**src/rtl/rtc_bus_arbiter.sv**
```systemverilog
// Arbitrates N_REQ requesters onto the RTC multiplexed address/data bus,
// running one address/turnaround/data/recovery cycle per grant.
module rtc_bus_arbiter #(
   parameter int unsigned N_REQ   = 4,
   parameter int unsigned DATA_W  = 8,
   parameter int unsigned T_ADDR  = 4,
   parameter int unsigned T_DATA  = 4,
   parameter int unsigned T_REC   = 2,
   parameter int unsigned RR_MODE = 0
) (
   input  logic                      clk,
   input  logic                      Reset,
   input  logic [N_REQ-1:0]          req,
   input  logic [N_REQ-1:0]          req_we,
   input  logic [N_REQ*DATA_W-1:0]   req_addr,
   input  logic [N_REQ*DATA_W-1:0]   req_wdata,
   output logic [N_REQ-1:0]          ack,
   output logic [DATA_W-1:0]         rd_data,
   output logic                      rd_valid,
   output logic                      busy,
   output logic [DATA_W-1:0]         ad_out,
   output logic                      ad_oe,
   input  logic [DATA_W-1:0]         ad_in,
   output logic                      ChipSelect,
   output logic                      Read,
   output logic                      Write,
   output logic                      AoD
);

   localparam int unsigned IDX_W = (N_REQ > 1) ? $clog2(N_REQ) : 1;
   localparam int unsigned T_MAX = (T_ADDR > T_DATA) ? ((T_ADDR > T_REC) ? T_ADDR : T_REC)
                                                     : ((T_DATA > T_REC) ? T_DATA : T_REC);
   localparam int unsigned CNT_W = $clog2(T_MAX + 1);

   localparam logic [2:0] S_IDLE = 3'd0;
   localparam logic [2:0] S_ADDR = 3'd1;
   localparam logic [2:0] S_TURN = 3'd2;
   localparam logic [2:0] S_DATA = 3'd3;
   localparam logic [2:0] S_REC  = 3'd4;

   logic [2:0]        state, state_n;
   logic [CNT_W-1:0]  cnt, cnt_n;
   logic [IDX_W-1:0]  ptr, ptr_n;
   logic [IDX_W-1:0]  cur_idx, idx_n;
   logic              cur_we, we_n;
   logic [DATA_W-1:0] cur_addr, addr_n;
   logic [DATA_W-1:0] cur_wdata, wdata_n;

   logic [N_REQ-1:0]  ack_n;
   logic [DATA_W-1:0] rd_data_n, ad_out_n;
   logic              rd_valid_n, busy_n, ad_oe_n, cs_n, rd_n, wr_n, aod_n;

   logic              grant_any;
   logic [IDX_W-1:0]  grant_idx;
   logic [DATA_W-1:0] addr_arr  [N_REQ];
   logic [DATA_W-1:0] wdata_arr [N_REQ];

   for (genvar g = 0; g < N_REQ; g++) begin : g_unpack
      assign addr_arr[g]  = req_addr[g*DATA_W +: DATA_W];
      assign wdata_arr[g] = req_wdata[g*DATA_W +: DATA_W];
   end

   // Winner search: scan from index 0, or from the round-robin pointer.
   always_comb begin
      int unsigned      cand;
      logic [IDX_W-1:0] cand_idx;
      grant_any = 1'b0;
      grant_idx = '0;
      cand      = 0;
      cand_idx  = '0;
      for (int unsigned i = 0; i < N_REQ; i++) begin
         cand     = (RR_MODE != 0) ? ((32'(ptr) + i) % N_REQ) : i;
         cand_idx = IDX_W'(cand);
         if (!grant_any && req[cand_idx]) begin
            grant_any = 1'b1;
            grant_idx = cand_idx;
         end
      end
   end

   // Next state, then registered outputs derived from the next state.
   always_comb begin
      state_n    = state;
      cnt_n      = cnt;
      ptr_n      = ptr;
      idx_n      = cur_idx;
      we_n       = cur_we;
      addr_n     = cur_addr;
      wdata_n    = cur_wdata;
      ack_n      = '0;
      rd_valid_n = 1'b0;
      rd_data_n  = rd_data;
      cs_n       = 1'b1;
      rd_n       = 1'b1;
      wr_n       = 1'b1;
      aod_n      = 1'b1;
      ad_oe_n    = 1'b0;
      ad_out_n   = '0;

      case (state)
         S_IDLE: begin
            if (grant_any) begin
               state_n = S_ADDR;
               cnt_n   = '0;
               idx_n   = grant_idx;
               we_n    = req_we[grant_idx];
               addr_n  = addr_arr[grant_idx];
               wdata_n = wdata_arr[grant_idx];
               ptr_n   = IDX_W'((32'(grant_idx) + 32'd1) % N_REQ);
            end
         end
         S_ADDR: begin
            if (cnt == CNT_W'(T_ADDR - 1)) begin
               state_n = S_TURN;
               cnt_n   = '0;
            end else begin
               cnt_n = cnt + CNT_W'(1);
            end
         end
         S_TURN: begin
            state_n = S_DATA;
            cnt_n   = '0;
         end
         S_DATA: begin
            if (cnt == CNT_W'(T_DATA - 1)) begin
               state_n        = S_REC;
               cnt_n          = '0;
               ack_n[cur_idx] = 1'b1;
               rd_valid_n     = ~cur_we;
               if (!cur_we) rd_data_n = ad_in;
            end else begin
               cnt_n = cnt + CNT_W'(1);
            end
         end
         S_REC: begin
            if (cnt == CNT_W'(T_REC - 1)) begin
               state_n = S_IDLE;
               cnt_n   = '0;
            end else begin
               cnt_n = cnt + CNT_W'(1);
            end
         end
         default: begin
            state_n = S_IDLE;
            cnt_n   = '0;
         end
      endcase

      case (state_n)
         S_ADDR: begin
            cs_n     = 1'b0;
            aod_n    = 1'b0;
            ad_oe_n  = 1'b1;
            ad_out_n = addr_n;
         end
         S_TURN: begin
            cs_n     = 1'b0;
            ad_oe_n  = we_n;
            ad_out_n = we_n ? wdata_n : '0;
         end
         S_DATA: begin
            cs_n = 1'b0;
            if (we_n) begin
               wr_n     = 1'b0;
               ad_oe_n  = 1'b1;
               ad_out_n = wdata_n;
            end else begin
               rd_n = 1'b0;
            end
         end
         default: ;
      endcase

      busy_n = (state_n != S_IDLE);
   end

   always_ff @(posedge clk) begin
      if (!Reset) begin
         state      <= S_IDLE;
         cnt        <= '0;
         ptr        <= '0;
         cur_idx    <= '0;
         cur_we     <= 1'b0;
         cur_addr   <= '0;
         cur_wdata  <= '0;
         ack        <= '0;
         rd_valid   <= 1'b0;
         rd_data    <= '0;
         busy       <= 1'b0;
         ad_oe      <= 1'b0;
         ad_out     <= '0;
         ChipSelect <= 1'b1;
         Read       <= 1'b1;
         Write      <= 1'b1;
         AoD        <= 1'b1;
      end else begin
         state      <= state_n;
         cnt        <= cnt_n;
         ptr        <= ptr_n;
         cur_idx    <= idx_n;
         cur_we     <= we_n;
         cur_addr   <= addr_n;
         cur_wdata  <= wdata_n;
         ack        <= ack_n;
         rd_valid   <= rd_valid_n;
         rd_data    <= rd_data_n;
         busy       <= busy_n;
         ad_oe      <= ad_oe_n;
         ad_out     <= ad_out_n;
         ChipSelect <= cs_n;
         Read       <= rd_n;
         Write      <= wr_n;
         AoD        <= aod_n;
      end
   end

endmodule

```
**config.mk**
```make
export PLATFORM = sky130hd
export DESIGN_NAME = rtc_bus_arbiter
export DESIGN_NICKNAME = d
export VERILOG_FILES = /design/src/rtl/rtc_bus_arbiter.sv
export SDC_FILE = /design/constraint.sdc
export NUM_CORES = 1
export LEC_CHECK = 0
export ABC_AREA = 1
export ABC_CLOCK_PERIOD_IN_PS = 2700
export CAP_MARGIN = 20
export CELL_PAD_IN_SITES_DETAIL_PLACEMENT = 0
export CELL_PAD_IN_SITES_GLOBAL_PLACEMENT = 1
export CORE_AREA = 2 2 94 96
export CTS_BUF_LIST = sky130_fd_sc_hd__clkbuf_4 sky130_fd_sc_hd__clkbuf_8
export CTS_CLUSTER_DIAMETER = 30
export DETAILED_ROUTE_END_ITERATION = 8
export DIE_AREA = 0 0 96 98
export GPL_ROUTABILITY_DRIVEN = 0
export MAX_ROUTING_LAYER = met4
export PLACE_DENSITY = 0.92
export SLEW_MARGIN = 25
export SYNTH_ARGS = -nofsm -noshare
export SYNTH_HDL_FRONTEND = slang
export SYNTH_SLANG_ARGS = --single-unit
export TNS_END_PERCENT = 5
```
**constraint.sdc**
```tcl
create_clock -name clk -period 2.7 [get_ports clk]
set_clock_uncertainty 0.15 [all_clocks]
set_input_delay 0.54 -clock clk [delete_from_list [all_inputs] [get_ports clk]]
set_output_delay 0.54 -clock clk [all_outputs]
set_load 0.01 [all_outputs]
```
==> results.tsv, run 1 <==
stage	metric	value	unit
run_status	status	finished, final reports clean	
sta	setup_viol	0	
logic_synthesis	syn_area	2600	µm²
logic_synthesis	synth_nets	466	
routing	final_antenna_net_count	0	
sta	fin_crit_sh	82.0	%
logic_synthesis	synth_top_family_by_area	simple AND/OR/NAND/NOR gates	
sta	fmax	452	MHz
power	p_leak	1.68	nW
critical_path	r2r_start	cnt[0]$_SDFFE_PN0P_	
grt	grt_util_all_layers	15.6	%
critical_path	worstSetupPathType	input port to register	
routing	drt_iter0_drc	101	
critical_path	critPathCaptureType	register	
place	placed_cells	589	
grt	grt_pass1_wl	11700	µm
grt	grt_overflow_total	0	
power	peakVddDrop	0.236	mV
logic_synthesis	syn_inst	379	
logic_synthesis	synth_fa_ha_area_share	2.40	%
clocking	postCtsSetupRepairBufs	0	
clocking	insertion_delay	0.30	ns
final_layout	layout_commonest_cell	clkdlybuf4s50_1	
grt	antenna_found_initial	0	
logic_synthesis	ys_seq_area_share	40.0	%
floorplanning	die_h	98	µm
logic_synthesis	yosys.area_share.simple	39.1	%
final_layout	area_growth	49.2	%
sta	fin_crit	2.21	ns
clocking	htreeDepth	2	
routing	avgRoutedWirePerCell	11.5	µm
critical_path	arrival	2.30	ns
critical_path	critPathMaxFanout	29	
logic_synthesis	synth_compound_area_share	9.85	%
place	dpl_cell_area	3790	µm²
final_layout	layout_common_cells	clkdlybuf4s50_1 (108), nand2_1 (103), nand3_1 (76)	
hold_path	hold_class	register to register	
hold_path	min_path_cells	2	
routing	drc	0	
logic_synthesis	synthXorXnorAreaFrac	0	%
clocking	ctsHoldBuffers	0	
logic_synthesis	yosysWarnings	0	
place	hpwl	5570	µm
sta	hold_viol_final	0	
floorplanning	die_w	96	µm
floorplanning	row_count	34	
logic_synthesis	ys_seq_elements	52	
floorplanning	dieArea	9410	µm²
critical_path	r2r_cells	9	
critical_path	cp.required	2.79	ns
logic_synthesis	synth_area_leaders	dfxtp_1 (40%), nand2_1 (15%), nand3_1 (15%)	
floorplanning	coreArea	8470	µm²
place	io_buffers	108	
final_layout	diodes	0	
sta	worst_pin_slew	0.347	ns
job	timing.max_cap.violations	0	
clocking	cts_tree	built	
hold_path	hold_path_startpoint	cur_wdata[2]$_SDFF_PN0_	
clocking	clockBufferDepth	2	
critical_path	crit_start	req[2]	
sta	report.final.slew_viol_count	0	
logic_synthesis	synthMuxAreaShare	0	%
place	dp_slack	0.161	ns
routing	viasPerCell	4.65	
routing	via_count	2776	
sta	rsz0062_at_grt	no	
logic_synthesis	avgSynthCellArea	6.87	µm²
clocking	clock-sinks	52	
clocking	clkTransAtPathRegs	0.09	ns
final_layout	final_design_area_no_fill	3890	µm²
routing	dr.pass1.iters	4	
final_layout	fill_cells	844	
final_layout	fin_nets	575	
logic_synthesis	synth_area_leader_cell	dfxtp_1	
floorplanning	ios	109	
clocking	root_buffer	clkbuf_8	
sta	setup_slack	0.487	ns
logic_synthesis	synth.top_cell.area_share	40.0	%
grt	grt_max_degree	30	
critical_path	start_kind	input port	
clocking	numCtsBuffers	5	
final_layout	finalNonFillerCells	597	
clocking	cts_resized	0	
final_layout	drive_gt1_share	8.18	%
routing	routed_wl	6870	µm
sta	tns	0	ns
grt	grt_pass1_vias	2633	
critical_path	worst-r2r-setup-slack	0.50	ns
logic_synthesis	synth_cell_type_count	29	
power	power_density	447	nW/µm²
floorplanning	initial_utilization	30.8	%
sta	relSlewSlack	76.8	%
## stage by stage
step / util (%) / total power, mW / hold slack [ns]
2_1_floorplan: - / 1.08 / 0.273
3_3_place_gp: 44.8 / 1.29 / 0.310
3_5_place_dp: 44.8 / 1.29 / 0.316
4_1_cts: 45.9 / 1.75 / 0.331
5_1_grt: 45.9 / 1.84 / 0.345
6_report: 45.9 / 1.74 / 0.329
## metal layers
metal | wire [µm] | vias up | track usage, %
met5 | 0 | - | -
met4 | 57 | 0 | 3.85
met3 | 296 | 5 | 2.47
met2 | 3150 | 69 | 23.6
met1 | 3370 | 1249 | 21.7
li1 | - | 1453 | -
## sequential cells by signal, summed over array words and instances, names as in the netlist
| register | cells |
|---|---|
| ad_out | 8 |
| cur_addr | 8 |
| cur_wdata | 8 |
| rd_data | 8 |
| ack | 4 |
| cnt | 3 |
| state | 3 |
| cur_idx | 2 |
| AoD | 1 |
| ChipSelect | 1 |
| Read | 1 |
| Write | 1 |
| ad_oe | 1 |
| busy | 1 |
| cur_we | 1 |
| rd_valid | 1 |
## cells in the mapped netlist
master,n
nand3_2,3
ha_1,5
nor2_2,3
or2_1,1
nand2_1,103
a31oi_1,1
nand3_1,76
o211ai_1,1
nor2_1,36
o21ai_1,1
inv_2,6
o21ai_4,1
nor2_4,1
clkinv_1,1
a21oi_1,27
or2_2,1
nand2_2,1
buf_1,1
a21oi_2,2
nand2_4,2
buf_6,5
dfxtp_1,52
o21ai_0,12
o22a_1,1
buf_4,3
nor3_1,3
inv_1,21
clkbuf_1,5
buf_2,4
## final timing paths
kind                                                 to
worst max register to register  rd_data[6]$_SDFFE_PN0P_
worst max-delay path               ad_out[0]$_SDFF_PN0_
worst min register to register  cur_wdata[2]$_SDFF_PN0_
worst min-delay path            cur_wdata[2]$_SDFF_PN0_
## cell families (layout without fill, tap and decap cells)
kind of cell               count (synthesis)  count (layout)
AOI/OAI and AO/OA                         46              46
adders and majority gates                  5               5
DFF                                       52              52
buffers and inverters                     46             156
and+or+nand+nor                          230             230
## worst max-delay path, stage by stage
cell	delay, ns
clkdlybuf4s50_1	0.54
inv_2	0.06
nand2_2	0.07
nand2_4	0.05
nand2_4	0.22
nand2_1	0.09
nand3_1	0.08
nand3_1	0.10
nand2_1	0.27
nand3_1	0.13
a21oi_1	0.14
## report_power, final
| group | switching (mW) | internal, mW | total, mW |
|---|---|---|---|
| sequential | 0.0190 | 0.815 | 0.834 |
| combinational | 0.211 | 0.225 | 0.436 |
| clock | 0.255 | 0.210 | 0.465 |
## area by class of cell
| cell class | instances | area (µm²) | area share (%) |
|---|---|---|---|
| clock buffer | 6 | 82.6 | 2.12 |
| clock inverter | 2 | 13.8 | 0.354 |
| inverter | 28 | 105 | 2.70 |
| multi-input combinational | 281 | 1340 | 34.4 |
| sequential | 52 | 1040 | 26.8 |
| tap | 108 | 135 | 3.48 |
| timing repair buffer | 120 | 1170 | 30.1 |
(Power assumes the default switching activity.)
==> run 2, diff against run 1 <==
- ABC_CLOCK_PERIOD_IN_PS: 2700 -> 2240
- CORE_AREA: 2 2 94 96 -> 2 2 97 99
- DIE_AREA: 0 0 96 98 -> 0 0 99 101
- PLACE_DENSITY: 0.92 -> 0.87
- clock period: 2.7 -> 2.24 ns (I/O delays scaled with it)
==> run 2 against run 1 <==
Sequential power is 21% higher. Core utilization down 1.1 points. Global-route usage is 0.50 points lower. Worst setup slack lost 0.28 ns. Power increased by 21%. Largest cell class unchanged. Largest power group unchanged.
==> results.tsv, run 2 (synthesized netlist as in run 1, its figures left out) <==
stage	metric	value	unit	change
run_status	status	finished, final reports clean		
power	p_total	2.10	mW	+21%
clocking	cts_tree	built		
grt	grt_util_all_layers	15.1	%	-0.50 points
sta	setup_slack	0.208	ns	-0.278 ns
routing	routed_wl	7160	µm	+4.1%
routing	final_antenna_net_count	0		unchanged
critical_path	arrival	2.12	ns	-0.18 ns
power	peakVddDrop	0.277	mV	+17%
routing	via_count	2816		+1.4%
routing	viasPerCell	4.58		-1.5%
critical_path	cp.required	2.33	ns	-0.46 ns
clocking	postCtsSetupRepairBufs	0		unchanged
grt	grt_overflow_total	0		unchanged
floorplanning	die_h	101	µm	+3.1%
sta	fin_crit_sh	90.7	%	
routing	drc	0		unchanged
sta	rsz0062_at_grt	no		
clocking	numCtsBuffers	5		unchanged
sta	fmax	492	MHz	
sta	fin_crit	2.03	ns	
grt	antenna_found_initial	0		unchanged
critical_path	critPathCaptureType	register		
floorplanning	row_count	35		+2.9%
routing	avgRoutedWirePerCell	11.6	µm	+1.0%
sta	setup_viol	0		unchanged
critical_path	crit_start	cnt[0]$_SDFFE_PN0P_		
grt	grt_max_degree	17		-43%
job	timing.max_cap.violations	0		unchanged
power	p_leak	1.75	nW	+4.6%
final_layout	area_growth	54.6	%	
floorplanning	die_w	99	µm	+3.1%
hold_path	hold_path_startpoint	cur_addr[2]$_SDFF_PN0_		
floorplanning	initial_utilization	29.0	%	-1.8 points
critical_path	critPathMaxFanout	4		-86%
final_layout	layout_commonest_cell	clkdlybuf4s50_1		
clocking	clock-sinks	52		unchanged
floorplanning	ios	109		unchanged
final_layout	finalNonFillerCells	615		+3.0%
place	dp_slack	-0.0564	ns	-0.218 ns
routing	dr.pass1.iters	4		unchanged
clocking	insertion_delay	0.30	ns	about the same
final_layout	drive_gt1_share	11.3	%	+3.1 points
clocking	htreeDepth	2		unchanged
final_layout	fin_nets	591		+2.8%
place	placed_cells	608		+3.2%
sta	hold_viol_final	0		unchanged
sta	tns	0	ns	unchanged
grt	grt_pass1_wl	12100	µm	+3.1%
clocking	root_buffer	clkbuf_8		
final_layout	diodes	0		unchanged
floorplanning	dieArea	10000	µm²	+6.3%
sta	worst_pin_slew	0.269	ns	-0.0784 ns
clocking	clockBufferDepth	2		unchanged
grt	grt_pass1_vias	2776		+5.4%
critical_path	worstSetupPathType	register to register		
sta	relSlewSlack	82.1	%	+5.2 points
place	hpwl	5860	µm	+5.2%
hold_path	hold_class	register to register		
place	io_buffers	108		unchanged
clocking	clkTransAtPathRegs	0.09	ns	about the same
place	dpl_cell_area	3940	µm²	+3.9%
routing	drt_iter0_drc	95		-5.9%
power	power_density	521	nW/µm²	+17%
final_layout	layout_common_cells	clkdlybuf4s50_1 (108), nand2_1 (103), nand3_1 (76)		
final_layout	final_design_area_no_fill	4030	µm²	+3.6%
sta	report.final.slew_viol_count	0		unchanged
floorplanning	coreArea	8980	µm²	+6.0%
critical_path	r2r_start	cnt[0]$_SDFFE_PN0P_		
clocking	ctsHoldBuffers	0		unchanged
critical_path	start_kind	register		
## run 2: metrics by stage
stage          hold WS (ns)  utilization, %
2_1_floorplan         0.273               -
3_3_place_gp          0.304            43.9
3_5_place_dp          0.313            43.9
4_1_cts               0.327            44.8
5_1_grt               0.342            44.9
6_report              0.324            44.9
## run 2: what timing repair did
item / in CTS / in global routing
hold endpoints to repair: 0 / 0
endpoints found under the setup margin: 0 / 4
gates resized for setup: 0 / 2
## run 2: worst max-delay path: stages (launching register included)
cell and delay, ns:
dfxtp_1 0.40, ha_1 0.20, ha_1 0.18, nand2_1 0.09
nand2_1 0.07, nand2_1 0.05, nor2_2 0.23, inv_1 0.09
nor2_1 0.16, nor2_2 0.08, buf_4 0.15, a21oi_1 0.11
## run 2: per-layer routing
| layer | GRT usage, % | vias up | routed length, µm |
|---|---|---|---|
| met5 | - | - | 0 |
| met4 | 5.27 | 0 | 117 |
| met3 | 2.77 | 12 | 327 |
| met2 | 23.8 | 81 | 3260 |
| met1 | 19.4 | 1245 | 3450 |
| li1 | - | 1478 | - |
## run 2: final timing paths
path / endpoint / slack (ns) / cells after the start
max: ad_out[7]$_SDFF_PN0_ / 0.21 / 11
max reg2reg: ad_out[7]$_SDFF_PN0_ / 0.21 / 11
min: cur_addr[2]$_SDFF_PN0_ / 0.32 / 2
min reg2reg: cur_addr[2]$_SDFF_PN0_ / 0.32 / 2
## run 2: final cells by class
type / instances / area, µm²
clock buffer: 6 / 76.3
inverter: 28 / 109
fill: 860 / 4950
sequential: 52 / 1040
multi-input combinational: 281 / 1340
clock inverter: 1 / 5.00
timing repair buffer: 136 / 1320
tap: 111 / 139
## run 2: where the power goes
group	leakage [nW]	switching (mW)	internal (mW)	total, mW
Combinational	1.28	0.265	0.308	0.573
Sequential	0.426	0.0235	0.983	1.01
Clock	0.0445	0.291	0.225	0.517
Total	1.75	0.580	1.52	2.10
==> run 3, diff against run 2 <==
- ABC_CLOCK_PERIOD_IN_PS: 2240 -> not set
- SLEW_MARGIN: 25 -> 20
==> results of run 3 <==
The final DEF is identical to that of run 2; final timing and power are the same.
